**src/rtl/stack_ctrl.sv**
```systemverilog
// Stack controller: keeps the top-of-stack element in a register and spills
// the elements beneath it into an external synchronous memory.
//
// Parameters
//   ADDR_WIDTH    address width of the attached stack memory
//   DATA_WIDTH    stack element width
// Ports
//   clk, rst_n              clock, asynchronous active-low reset
//   op_valid, op            operation request (00 PUSH, 01 POP, 10 REPLACE, 11 no-op)
//   push_data               operand for PUSH and REPLACE
//   err_clear               clears the sticky error flags
//   op_ready                controller can accept an operation (low during POP_WAIT)
//   tos, depth              registered top of stack and element count (tos included)
//   empty, full             depth == 0 / depth == 2^ADDR_WIDTH + 1
//   err_overflow/underflow  sticky error flags
//   mem_addr, mem_in,       synchronous memory port; mem_out is valid one cycle
//   mem_wen, mem_out        after mem_addr is presented
module stack_ctrl #(
  parameter int unsigned ADDR_WIDTH = 8,
  parameter int unsigned DATA_WIDTH = 16
) (
  input  logic                  clk,
  input  logic                  rst_n,
  input  logic                  op_valid,
  input  logic [1:0]            op,
  input  logic [DATA_WIDTH-1:0] push_data,
  input  logic                  err_clear,
  output logic                  op_ready,
  output logic [DATA_WIDTH-1:0] tos,
  output logic [ADDR_WIDTH:0]   depth,
  output logic                  empty,
  output logic                  full,
  output logic                  err_overflow,
  output logic                  err_underflow,
  output logic [ADDR_WIDTH-1:0] mem_addr,
  output logic [DATA_WIDTH-1:0] mem_in,
  output logic                  mem_wen,
  input  logic [DATA_WIDTH-1:0] mem_out
);

  localparam int unsigned DepthW = ADDR_WIDTH + 1;
  // Memory holds 2^ADDR_WIDTH entries; the tos register adds one more.
  localparam logic [DepthW-1:0] CapDepth = DepthW'((1 << ADDR_WIDTH) + 1);
  localparam logic [DepthW-1:0] DepthOne = DepthW'(1);
  localparam logic [ADDR_WIDTH-1:0] AddrOne = ADDR_WIDTH'(1);
  localparam logic [ADDR_WIDTH-1:0] AddrTwo = ADDR_WIDTH'(2);

  localparam logic [1:0] OpPush    = 2'b00;
  localparam logic [1:0] OpPop     = 2'b01;
  localparam logic [1:0] OpReplace = 2'b10;

  typedef enum logic {StIdle, StPopWait} state_t;

  state_t                state_q, state_d;
  logic [DATA_WIDTH-1:0] tos_q, tos_d;
  logic [DepthW-1:0]     depth_q, depth_d;
  logic                  ovf_q, ovf_d;
  logic                  unf_q, unf_d;
  logic                  is_empty, is_full;
  logic [ADDR_WIDTH-1:0] depth_lo;

  assign is_empty = (depth_q == '0);
  assign is_full  = (depth_q == CapDepth);
  // Address arithmetic wraps modulo 2^ADDR_WIDTH, which gives the right slot
  // even when depth itself needs the extra top bit.
  assign depth_lo = depth_q[ADDR_WIDTH-1:0];

  always_comb begin
    state_d  = state_q;
    tos_d    = tos_q;
    depth_d  = depth_q;
    // A new error on the same edge wins over err_clear.
    ovf_d    = ovf_q & ~err_clear;
    unf_d    = unf_q & ~err_clear;
    mem_wen  = 1'b0;
    mem_addr = '0;
    mem_in   = '0;

    unique case (state_q)
      StIdle: begin
        if (op_valid) begin
          case (op)
            OpPush: begin
              if (is_full) begin
                ovf_d = 1'b1;
              end else if (is_empty) begin
                tos_d   = push_data;
                depth_d = DepthOne;
              end else begin
                // Spill current tos into the slot directly beneath the new one.
                mem_wen  = 1'b1;
                mem_addr = depth_lo - AddrOne;
                mem_in   = tos_q;
                tos_d    = push_data;
                depth_d  = depth_q + DepthOne;
              end
            end
            OpPop: begin
              if (is_empty) begin
                unf_d = 1'b1;
              end else if (depth_q == DepthOne) begin
                tos_d   = '0;
                depth_d = '0;
              end else begin
                mem_addr = depth_lo - AddrTwo;
                state_d  = StPopWait;
              end
            end
            OpReplace: begin
              if (is_empty) begin
                unf_d = 1'b1;
              end else begin
                tos_d = push_data;
              end
            end
            default: ;
          endcase
        end
      end
      StPopWait: begin
        tos_d   = mem_out;
        depth_d = depth_q - DepthOne;
        state_d = StIdle;
      end
      default: state_d = StIdle;
    endcase
  end

  always_ff @(posedge clk or negedge rst_n) begin
    if (!rst_n) begin
      state_q <= StIdle;
      tos_q   <= '0;
      depth_q <= '0;
      ovf_q   <= 1'b0;
      unf_q   <= 1'b0;
    end else begin
      state_q <= state_d;
      tos_q   <= tos_d;
      depth_q <= depth_d;
      ovf_q   <= ovf_d;
      unf_q   <= unf_d;
    end
  end

  assign op_ready      = (state_q == StIdle);
  assign tos           = tos_q;
  assign depth         = depth_q;
  assign empty         = is_empty;
  assign full          = is_full;
  assign err_overflow  = ovf_q;
  assign err_underflow = unf_q;

endmodule

```
**config.mk**
```make
export PLATFORM = sky130hd
export DESIGN_NAME = stack_ctrl
export DESIGN_NICKNAME = d
export VERILOG_FILES = /design/src/rtl/stack_ctrl.sv
export SDC_FILE = /design/constraint.sdc
export NUM_CORES = 1
export LEC_CHECK = 0
export BUFFER_PORTS_ARGS = -buffer_cell sky130_fd_sc_hd__buf_2
export CAP_MARGIN = 25
export CORE_AREA = 2 2 71 73
export CTS_BUF_LIST = sky130_fd_sc_hd__clkbuf_8 sky130_fd_sc_hd__clkbuf_16
export DETAILED_ROUTE_END_ITERATION = 12
export DIE_AREA = 0 0 73 75
export PLACE_DENSITY = 0.79
export SKIP_LAST_GASP = 1
export SYNTH_ARGS = -nofsm -noshare
export SYNTH_HDL_FRONTEND = slang
export SYNTH_SLANG_ARGS = --single-unit
export TNS_END_PERCENT = 5
```
**constraint.sdc**
```tcl
create_clock -name clk -period 2.5 [get_ports clk]
set_input_delay 0.25 -clock clk [delete_from_list [all_inputs] [get_ports clk]]
set_output_delay 0.25 -clock clk [all_outputs]
set_load 0.01 [all_outputs]
```
==> results.sh, run 1 <==
export IMPL_fin_skew_ns=0.00872
export IMPL_yosysSeqAreaShare_pct=31.8
export IMPL_die_area_mm2=0.00548
export IMPL_numClockSinks=28
export IMPL_status="complete, but fails checks"
export IMPL_syn_num_nets=286
export IMPL_vias=2328
export IMPL_cp_required_ns=2.25
export IMPL_synthDistinctLibCells=45
export IMPL_wl_per_cell_um=16.0
export IMPL_top_level_ports=93
export IMPL_cts_inserted_buffers=3
export IMPL_fillers=362
export IMPL_netlist_area_mm2=0.00221
export IMPL_worst_setup_path_start_kind="flop"
export IMPL_hold_viol_final=0
export IMPL_yosys_area_share_simple_pct=18.2
export IMPL_dieWidth_um=73
export IMPL_tritoncts="built"
export IMPL_cp_max_fo=6
export IMPL_synth_compound_area_share_pct=25.0
export IMPL_fin_nets=403
export IMPL_hpwl_um=5010
export IMPL_dr_first_iter_drc_count=227
export IMPL_diodes=0
export IMPL_power_mw=2.67
export IMPL_drive_above_1_share_pct=43.8
export IMPL_clock_path_buffers=2
export IMPL_hold_class="input port to flop"
export IMPL_arrival_ns=2.33
export IMPL_yosysTopAreaCell="dfrtp_1"
export IMPL_synth_xor_area_share_pct=2.78
export IMPL_synth_common_cells="dfrtp_1 (28), nand2_1 (21), and2_1 (18)"
export IMPL_grt_pass1_wl_um=9850
export IMPL_ctsHtreeMaxLevel=1
export IMPL_ys_warn_count=0
export IMPL_finalCritPeriodShare_pct=103
export IMPL_syn_avg_cell_area_um2=9.27
export IMPL_fmax_mhz=388
export IMPL_portBuffers=92
export IMPL_grt_pass1_vias=2101
export IMPL_synth_adder_area_share_pct=5.67
export IMPL_p_per_area_mw_per_mm2=886
export IMPL_fin_setup_tns_ns=-0.266
export IMPL_syn_inst=238
export IMPL_post_route_worst_setup_slack_ns=-0.0766
export IMPL_grt_max_degree=29
export IMPL_synth_top_flop_cell="dfrtp_1"
export IMPL_antenna_left=0
export IMPL_fin_crit_ns=2.58
export IMPL_maxCapViolations=0
export IMPL_vdd_drop_max_v=0.000314
export IMPL_coreArea_mm2=0.00466
export IMPL_drv_slew=0
export IMPL_gp_congestion=0.939
export IMPL_rsz0062_at_grt="true"
export IMPL_path_clk_slew_ns=0.11
export IMPL_leakagePower_nw=1.55
export IMPL_ys_ff_latch=28
export IMPL_synth_area_leaders="dfrtp_1 (32%), mux2_4 (6.8%), a22o_1 (6.0%), ha_1 (5.7%), and2_1 (5.1%)"
export IMPL_wl_um=6540
export IMPL_antenna_found_initial=0
export IMPL_synth_most_common_cell="dfrtp_1"
export IMPL_drc=0
export IMPL_first_pass_iters=4
export IMPL_grt_use_total_pct=23.0
export IMPL_synth_edf_count=0
export IMPL_via_per_inst=5.71
export IMPL_clk_latency_ns=0.28
export IMPL_cp_end_kind="output port"
export IMPL_worstSetupPathType="flop to output port"
export IMPL_synth_mux_area_share_pct=10.3
export IMPL_synth_top_family_by_area="compound AO/OA/AOI/OAI gates"
export IMPL_relSlewSlack_pct=58.4
export IMPL_worst_slew_pin_slew_ns=0.624
export IMPL_async_flop_share_pct=100
export IMPL_area_growth_pct=36.8
export IMPL_die_y_um=75
export IMPL_violations="negative setup slack"
export IMPL_grt_overflow_total=0
export IMPL_rows=25
export IMPL_setup_violations_final=4
export IMPL_cts_root_buf="clkbuf_8"
export IMPL_start_util_pct=47.3
export IMPL_yosysTopAreaCellShare_pct=31.8
==> flip-flops by register name, summed over array words and instances (netlist names) <==
signal,count
err_underflow,1
err_overflow,1
depth,9
state_q,1
tos,16
==> layer usage <==
layer / track usage (%) / up-vias / routed length, µm
li1: - / 1108 / -
met4: 7.00 / 0 / 87
met3: 2.01 / 12 / 374
met1: 31.5 / 1103 / 2730
met5: 0 / - / 0
met2: 38.8 / 105 / 3350
==> layout by cell type, fill, tap and decap left out, types with 2 or more instances in the layout <==
cell,instances
nand2_1,20
o32a_1,4
clkbuf_8,3
o21ai_0,11
o22a_1,3
ha_1,10
buf_6,3
nor3_1,5
xnor2_1,5
a2bb2oi_1,3
o22ai_1,2
o32ai_1,3
a31oi_1,4
mux2_4,10
mux2_2,6
o211ai_1,4
inv_1,12
a22o_1,15
a21oi_1,6
nor3b_1,3
nand4_1,2
nor2_1,13
nand3_1,7
xor2_1,2
a21o_1,3
nor2b_1,2
buf_2,92
a211oi_1,2
dfrtp_1,28
buf_4,31
a311oi_1,3
and2_1,18
a21oi_2,2
==> worst paths after layout <==
| check | start | end | slack [ns] | cells after the start |
|---|---|---|---|---|
| setup / recovery | depth[5]$_DFFE_PN0P_ | mem_addr[5] | -0.08 | 7 |
| hold / removal | err_clear | err_overflow$_DFF_PN0_ | 0.15 | 2 |
| setup reg to reg | depth[4]$_DFFE_PN0P_ | depth[2]$_DFFE_PN0P_ | 0.37 | 9 |
| hold reg to reg | tos[3]$_DFFE_PN0P_ | tos[3]$_DFFE_PN0P_ | 0.53 | 1 |
| max in group asynchronous | rst_n | tos[7]$_DFFE_PN0P_ | 1.56 | 2 |
| min in group asynchronous | rst_n | tos[11]$_DFFE_PN0P_ | 0.53 | 2 |
==> critical path, stage by stage, from the launching register on <==
cell and delay, ns:
dfrtp_1 0.40, buf_6 0.12, or4_4 0.55, o41ai_4 0.38, buf_4 0.20, a21o_1 0.17
a311oi_1 0.06, buf_2 0.16
==> area by class of cell <==
| type | count | area, µm² | share of cell area (%) |
|---|---|---|---|
| clock inverter | 1 | 30.0 | 0.995 |
| tap | 54 | 67.6 | 2.24 |
| inverter | 13 | 48.8 | 1.62 |
| timing repair buffer | 128 | 752 | 24.9 |
| clock buffer | 3 | 41.3 | 1.37 |
| multi-input combinational | 181 | 1380 | 45.6 |
| sequential | 28 | 701 | 23.2 |
==> kinds of logic after synthesis <==
| group | Yosys count |
|---|---|
| adder cells (fa/ha/maj) | 10 |
| flip-flops | 28 |
| AO/OA/AOI/OAI | 71 |
| AND/OR/NAND/NOR | 76 |
| buffers and inverters | 29 |
| XOR/XNOR | 7 |
| multiplexers | 17 |
==> what timing repair did <==
item	in CTS	in global routing
endpoints found under the setup margin	30	24
resized for setup	5	1
hold buffers	1	0
pin swaps	4	0
hold endpoints to repair	19	0
buffers inserted	5	0
==> per-stage QoR <==
stage | hold slack (ns) | util (%) | area, µm² | std cells | setup WS, ns
CTS | 0.146 | 64.3 | 3000 | 407 | -0.0777
global route | 0.146 | 64.8 | 3020 | 408 | -0.157
global placement | 0.293 | 61.4 | 2860 | 397 | 0.0657
detailed placement | 0.305 | 61.4 | 2860 | 397 | -0.0160
floorplan | -0.0456 | - | 2210 | 238 | 0.197
finish | 0.153 | 64.8 | 3020 | 408 | -0.0766
==> report_power, final <==
part | switching (mW) | internal, mW | total [mW]
logic | 0.821 | 0.755 | 1.58
clock network | 0.153 | 0.215 | 0.367
registers | 0.132 | 0.598 | 0.730
total | 1.11 | 1.57 | 2.67
No activity file was read; power rests on OpenSTA's default activity.
==> run 2, diff against run 1 <==
- CTS_CLUSTER_DIAMETER: unset -> 120
- clock period: 2.5 -> 2.6 ns (I/O delays scaled with it)
==> run 2 against run 1 <==
Register-to-register slack worse by 0.04 ns. The run ends with negative hold slack left. Critical path type unchanged. Critical path depth unchanged. Wire length down 0.84%. First-iteration DRC count down 24%. Utilization down 1.1 points. Highest routed layer unchanged. Critical endpoint unchanged.
==> results.sh, run 2 (synthesized netlist as in run 1, its figures left out) <==
export IMPL_tritoncts="built"
export IMPL_crit_chain="buf_4 -> or4_4 -> o41ai_4 -> nand3_1 -> a21oi_1 -> a311oi_1 -> buf_2"
export IMPL_antenna_found_initial=0
export IMPL_ctsHtreeMaxLevel=1
export IMPL_grtUsageMet1_pct=33.0
export IMPL_grtUsageMet3_pct=2.28
export IMPL_slowest_delay_ns=0.56
export IMPL_fin_setup_tns_ns=0
export IMPL_clock_path_buffers=2
export IMPL_violations="negative hold slack"
export IMPL_vdd_drop_max_v=0.000380
export IMPL_fin_nets=398
export IMPL_portBuffers=92
export IMPL_grt_pass1_wl_um=10100
export IMPL_drv_slew=0
export IMPL_setup_violations_final=0
export IMPL_leakagePower_nw=1.51
export IMPL_die_y_um=75
export IMPL_cts_root_buf="clkbuf_8"
export IMPL_arrival_ns=2.34
export IMPL_cp_end_kind="output port"
export IMPL_dieWidth_um=73
export IMPL_grt_overflow_total=0
export IMPL_hold_viol_final=24
export IMPL_top_level_ports=93
export IMPL_vias=2254
export IMPL_gp_congestion=0.875
export IMPL_grt_max_degree=29
export IMPL_numClockSinks=28
export IMPL_fin_skew_ns=0.00668
export IMPL_antenna_left=0
export IMPL_rsz0062_at_grt="true"
export IMPL_maxCapViolations=0
export IMPL_worst_setup_path_start_kind="flop"
export IMPL_status="complete, but fails checks"
export IMPL_relSlewSlack_pct=58.2
export IMPL_final_common_cell="buf_2"
export IMPL_largest_reg_flops=16
export IMPL_hold_class="input port to asynchronous set/reset pin"
export IMPL_worst_slew_pin_slew_ns=0.628
export IMPL_path_clk_slew_ns=0.11
export IMPL_area_growth_pct=34.5
export IMPL_drive_above_1_share_pct=44.1
export IMPL_grt_use_total_pct=23.3
export IMPL_dr_first_iter_drc_count=173
export IMPL_clk_latency_ns=0.28
export IMPL_cts_inserted_buffers=3
export IMPL_dpl_cell_area_mm2=0.00285
export IMPL_cp_slowest_cell="or4_4"
export IMPL_die_area_mm2=0.00548
export IMPL_path_delay_family="simple AND/OR/NAND/NOR gates"
export IMPL_critPathBufInv=2
export IMPL_rows=25
export IMPL_wl_um=6490
export IMPL_cp_max_fo=9
export IMPL_wl_per_cell_um=16.1
export IMPL_cts_hold_buf=0
export IMPL_first_pass_iters=4
export IMPL_hpwl_um=4970
export IMPL_p_per_area_mw_per_mm2=849
export IMPL_drc=0
export IMPL_globalRouteMet2Util_pct=38.8
export IMPL_layoutNonFillerInstCount=403
export IMPL_diodes=0
export IMPL_worst_hold_slack_ns=-0.0154
export IMPL_fin_crit_ns=2.60
export IMPL_dp_cells=395
export IMPL_fillers=417
export IMPL_coreArea_mm2=0.00466
export IMPL_top_usage_layer="met2"
export IMPL_final_area_mm2=0.00297
export IMPL_start_util_pct=47.3
export IMPL_via_per_inst=5.59
export IMPL_cp_required_ns=2.34
export IMPL_worstSetupPathType="flop to output port"
export IMPL_fmax_mhz=385
export IMPL_mostFrequentLayoutCells="buf_2 (92), buf_4 (30), dfrtp_1 (28)"
export IMPL_grt_pass1_vias=2070
export IMPL_finalCritPeriodShare_pct=100
## run 2: metrics by stage
step                util [%]  power [mW]  setup WS, ns
global placement        61.1        2.10         0.166
floorplan                  -        1.62         0.287
finish                  63.7        2.52       0.00117
detailed placement      61.1        2.13        0.0792
global route            63.7        2.69       -0.0908
CTS                     63.0        2.50       -0.0354
## run 2: layout make-up
| type | instances | area, µm² | share of cell area, % |
|---|---|---|---|
| clock buffer | 3 | 41.3 | 1.39 |
| multi-input combinational | 181 | 1380 | 46.4 |
| sequential | 28 | 701 | 23.6 |
| inverter | 13 | 48.8 | 1.64 |
| tap | 54 | 67.6 | 2.28 |
| timing repair buffer | 123 | 701 | 23.6 |
| clock inverter | 1 | 30.0 | 1.01 |
## run 2: timing repair
item                                    CTS  global route
setup buffers                             2             2
gates resized for setup                   0             5
endpoints found under the setup margin    4            10
pin swaps                                 0             5
## run 2: path summary, 6_finish.rpt
path | start | endpoint | slack (ns) | depth (start not counted)
min reg2reg | tos[0]$_DFFE_PN0P_ | tos[0]$_DFFE_PN0P_ | 0.54 | 1
max in group asynchronous | rst_n | depth[1]$_DFFE_PN0P_ | 2.20 | 1
min | rst_n | tos[2]$_DFFE_PN0P_ | -0.02 | 1
max | depth[3]$_DFFE_PN0P_ | mem_addr[5] | 0.001 | 7
max reg2reg | depth[2]$_DFFE_PN0P_ | depth[2]$_DFFE_PN0P_ | 0.33 | 9
min in group clk | err_clear | err_overflow$_DFF_PN0_ | 0.16 | 2
## run 2: power breakdown
group	total (mW)	leakage, nW	switching (mW)	internal (mW)
combinational	1.46	1.12	0.763	0.695
clock	0.353	0.0357	0.147	0.206
sequential	0.709	0.354	0.134	0.575
## run 2: layer usage
layer	part of all wire, %	vias to the layer above	wire (µm)
met5	0	-	0
met4	0.71	0	46
met3	6.0	4	387
met2	50	84	3280
met1	43	1069	2780
li1	-	1097	-
## run 2: worst reg2reg max path, delay by kind of cell, from the launching register on
kind                   cells  cell delay (ns)
AOI/OAI and AO/OA          3             0.62
buffers and inverters      4             0.74
DFF                        1             0.39
and+or+nand+nor            2             0.43
==> run 3, diff against run 2 <==
- CTS_BUF_LIST: sky130_fd_sc_hd__clkbuf_8 sky130_fd_sc_hd__clkbuf_16 -> unset
- REMOVE_ABC_BUFFERS: unset -> 1
==> run 3 against run 2 <==
The run still ends with negative hold slack left. Wire length grew 2.0%. Power rose by 0.19%. Worst setup slack gained 0.057 ns. Clock skew is 0.0067 ns higher. Final cell count is 0.74% lower. Final area down 0.55%.
==> results.sh, run 3 (synthesized netlist as in run 1, its figures left out) <==
export IMPL_fillers=388
export IMPL_start_util_pct=47.3
export IMPL_grt_use_total_pct=22.6
export IMPL_setup_violations_final=0
export IMPL_drv_slew=0
export IMPL_vdd_drop_max_v=0.000431
export IMPL_dr_first_iter_drc_count=125
export IMPL_grt_pass1_vias=2033
export IMPL_seqPwrFrac_pct=29.4
export IMPL_violations="negative hold slack"
export IMPL_finalCritPeriodShare_pct=97.8
export IMPL_first_pass_iters=4
export IMPL_antenna_left=0
export IMPL_p_clk_share_pct=13.6
export IMPL_maxCapViolations=0
export IMPL_rows=25
export IMPL_worst_setup_path_start_kind="flop"
export IMPL_tritoncts="built"
export IMPL_gp_congestion=0.908
export IMPL_rsz0062_at_grt="true"
export IMPL_portBuffers=92
export IMPL_final_area_mm2=0.00295
export IMPL_numClockSinks=28
export IMPL_arrival_ns=2.28
export IMPL_cp_max_fo=3
export IMPL_dpl_cell_area_mm2=0.00283
export IMPL_swShare_pct=41.9
export IMPL_crit_chain="ha_4 -> buf_4 -> and2_1 -> o211ai_1 -> buf_4 -> buf_4 -> nand4_1 -> a311oi_1 -> buf_2"
export IMPL_top_level_ports=93
export IMPL_p_per_area_mw_per_mm2=856
export IMPL_cts_inserted_buffers=3
export IMPL_fin_nets=395
export IMPL_grt_pass1_wl_um=9690
export IMPL_final_common_cell="buf_2"
export IMPL_clock_path_buffers=2
export IMPL_worstSetupPathType="flop to output port"
export IMPL_area_growth_pct=33.7
export IMPL_fin_util_pct=63.3
export IMPL_cp_required_ns=2.34
export IMPL_grt_max_degree=29
export IMPL_hold_viol_final=16
export IMPL_cp_slowest_cell="dfrtp_1"
export IMPL_status="complete, but fails checks"
export IMPL_die_y_um=75
export IMPL_worst_hold_slack_ns=-0.0168
export IMPL_coreArea_mm2=0.00466
export IMPL_antenna_found_initial=0
export IMPL_dieWidth_um=73
export IMPL_fin_setup_tns_ns=0
export IMPL_p_switching_mw=1.06
export IMPL_mostFrequentLayoutCells="buf_2 (92), dfrtp_1 (27), buf_4 (27)"
export IMPL_power_frac_comb_pct=57.0
export IMPL_cts_root_buf="clkbuf_8"
export IMPL_cp_end_kind="output port"
export IMPL_leakagePower_nw=1.50
export IMPL_relSlewSlack_pct=57.6
export IMPL_via_per_inst=5.75
export IMPL_vias=2301
export IMPL_hpwl_um=5110
export IMPL_drive_above_1_share_pct=43.4
export IMPL_fin_skew_ns=0.0133
export IMPL_fmax_mhz=393
export IMPL_path_clk_slew_ns=0.10
export IMPL_hold_class="input port to asynchronous set/reset pin"
export IMPL_die_area_mm2=0.00548
export IMPL_slowest_delay_ns=0.44
export IMPL_fin_crit_ns=2.54
export IMPL_grt_overflow_total=0
export IMPL_p_int_mw=1.47
export IMPL_worst_slew_pin_slew_ns=0.636
export IMPL_cpMostUsedCell="buf_4"
export IMPL_wl_per_cell_um=16.6
export IMPL_wl_um=6620
export IMPL_largest_reg_flops=16
export IMPL_clk_latency_ns=0.28
export IMPL_drc=0
export IMPL_ctsHtreeMaxLevel=1
export IMPL_diodes=0
run 3: path summary, 6_finish.rpt:
check | cells after the start | startpoint | end | slack (ns)
worst max-delay path | 9 | depth[0]$_DFFE_PN0P_ | mem_addr[7] | 0.06
worst min-delay path | 1 | rst_n | tos[12]$_DFFE_PN0P_ | -0.02
worst max register to register | 8 | depth[1]$_DFFE_PN0P_ | tos[7]$_DFFE_PN0P_ | 0.45
worst min register to register | 1 | tos[4]$_DFFE_PN0P_ | tos[4]$_DFFE_PN0P_ | 0.54
max in group asynchronous | 1 | rst_n | depth[5]$_DFFE_PN0P_ | 2.15
min in group clk | 2 | err_clear | err_overflow$_DFF_PN0_ | 0.16
run 3: power by group through the flow:
| stage | Clock (mW) | Sequential, mW | Combinational [mW] |
|---|---|---|---|
| floorplan | 0 | 0.835 | 0.724 |
| global placement | 0 | 0.732 | 1.35 |
| detailed placement | 0 | 0.740 | 1.39 |
| CTS | 0.350 | 0.731 | 1.40 |
| global route | 0.363 | 0.764 | 1.55 |
| finish | 0.344 | 0.742 | 1.44 |
run 3: timing repair:
| action | CTS | global route |
|---|---|---|
| setup endpoints to repair | 3 | 9 |
| pin swaps | 1 | 5 |
| setup buffers | 1 | 2 |
| hold buffers | 0 | 0 |
| gates resized for setup | 0 | 5 |
run 3: cell type report:
class	instances	area (µm²)	share of cell area, %
clock inverters	1	30.0	1.02
multi-input cells	181	1380	46.9
repair buffers	120	678	23.0
inverters	13	48.8	1.65
flip-flops and latches	28	702	23.8
well taps	54	67.6	2.29
clock buffers	3	41.3	1.40
run 3: through the flow:
| step | setup WS (ns) | instances | power [mW] |
|---|---|---|---|
| 2_1_floorplan | 0.107 | 222 | 1.56 |
| 3_3_place_gp | 0.145 | 392 | 2.08 |
| 3_5_place_dp | 0.0741 | 392 | 2.13 |
| 4_1_cts | -0.00632 | 397 | 2.48 |
| 5_1_grt | -0.0324 | 400 | 2.68 |
| 6_report | 0.0582 | 400 | 2.52 |
run 3: layer usage:
layer | vias to the layer above | wire length, µm | track usage (%)
met5 | - | 0 | 0
met4 | 0 | 114 | 7.41
met3 | 13 | 362 | 2.81
met2 | 94 | 3390 | 37.2
met1 | 1101 | 2760 | 30.9
li1 | 1093 | - | -
run 3: worst max-delay path: cells and delay by family (launching register included):
| family | cells | cell delay [ns] |
|---|---|---|
| AOI/OAI and AO/OA | 2 | 0.49 |
| adders and majority gates | 1 | 0.18 |
| buffers and inverters | 4 | 0.58 |
| DFF | 1 | 0.44 |
| and+or+nand+nor | 2 | 0.32 |
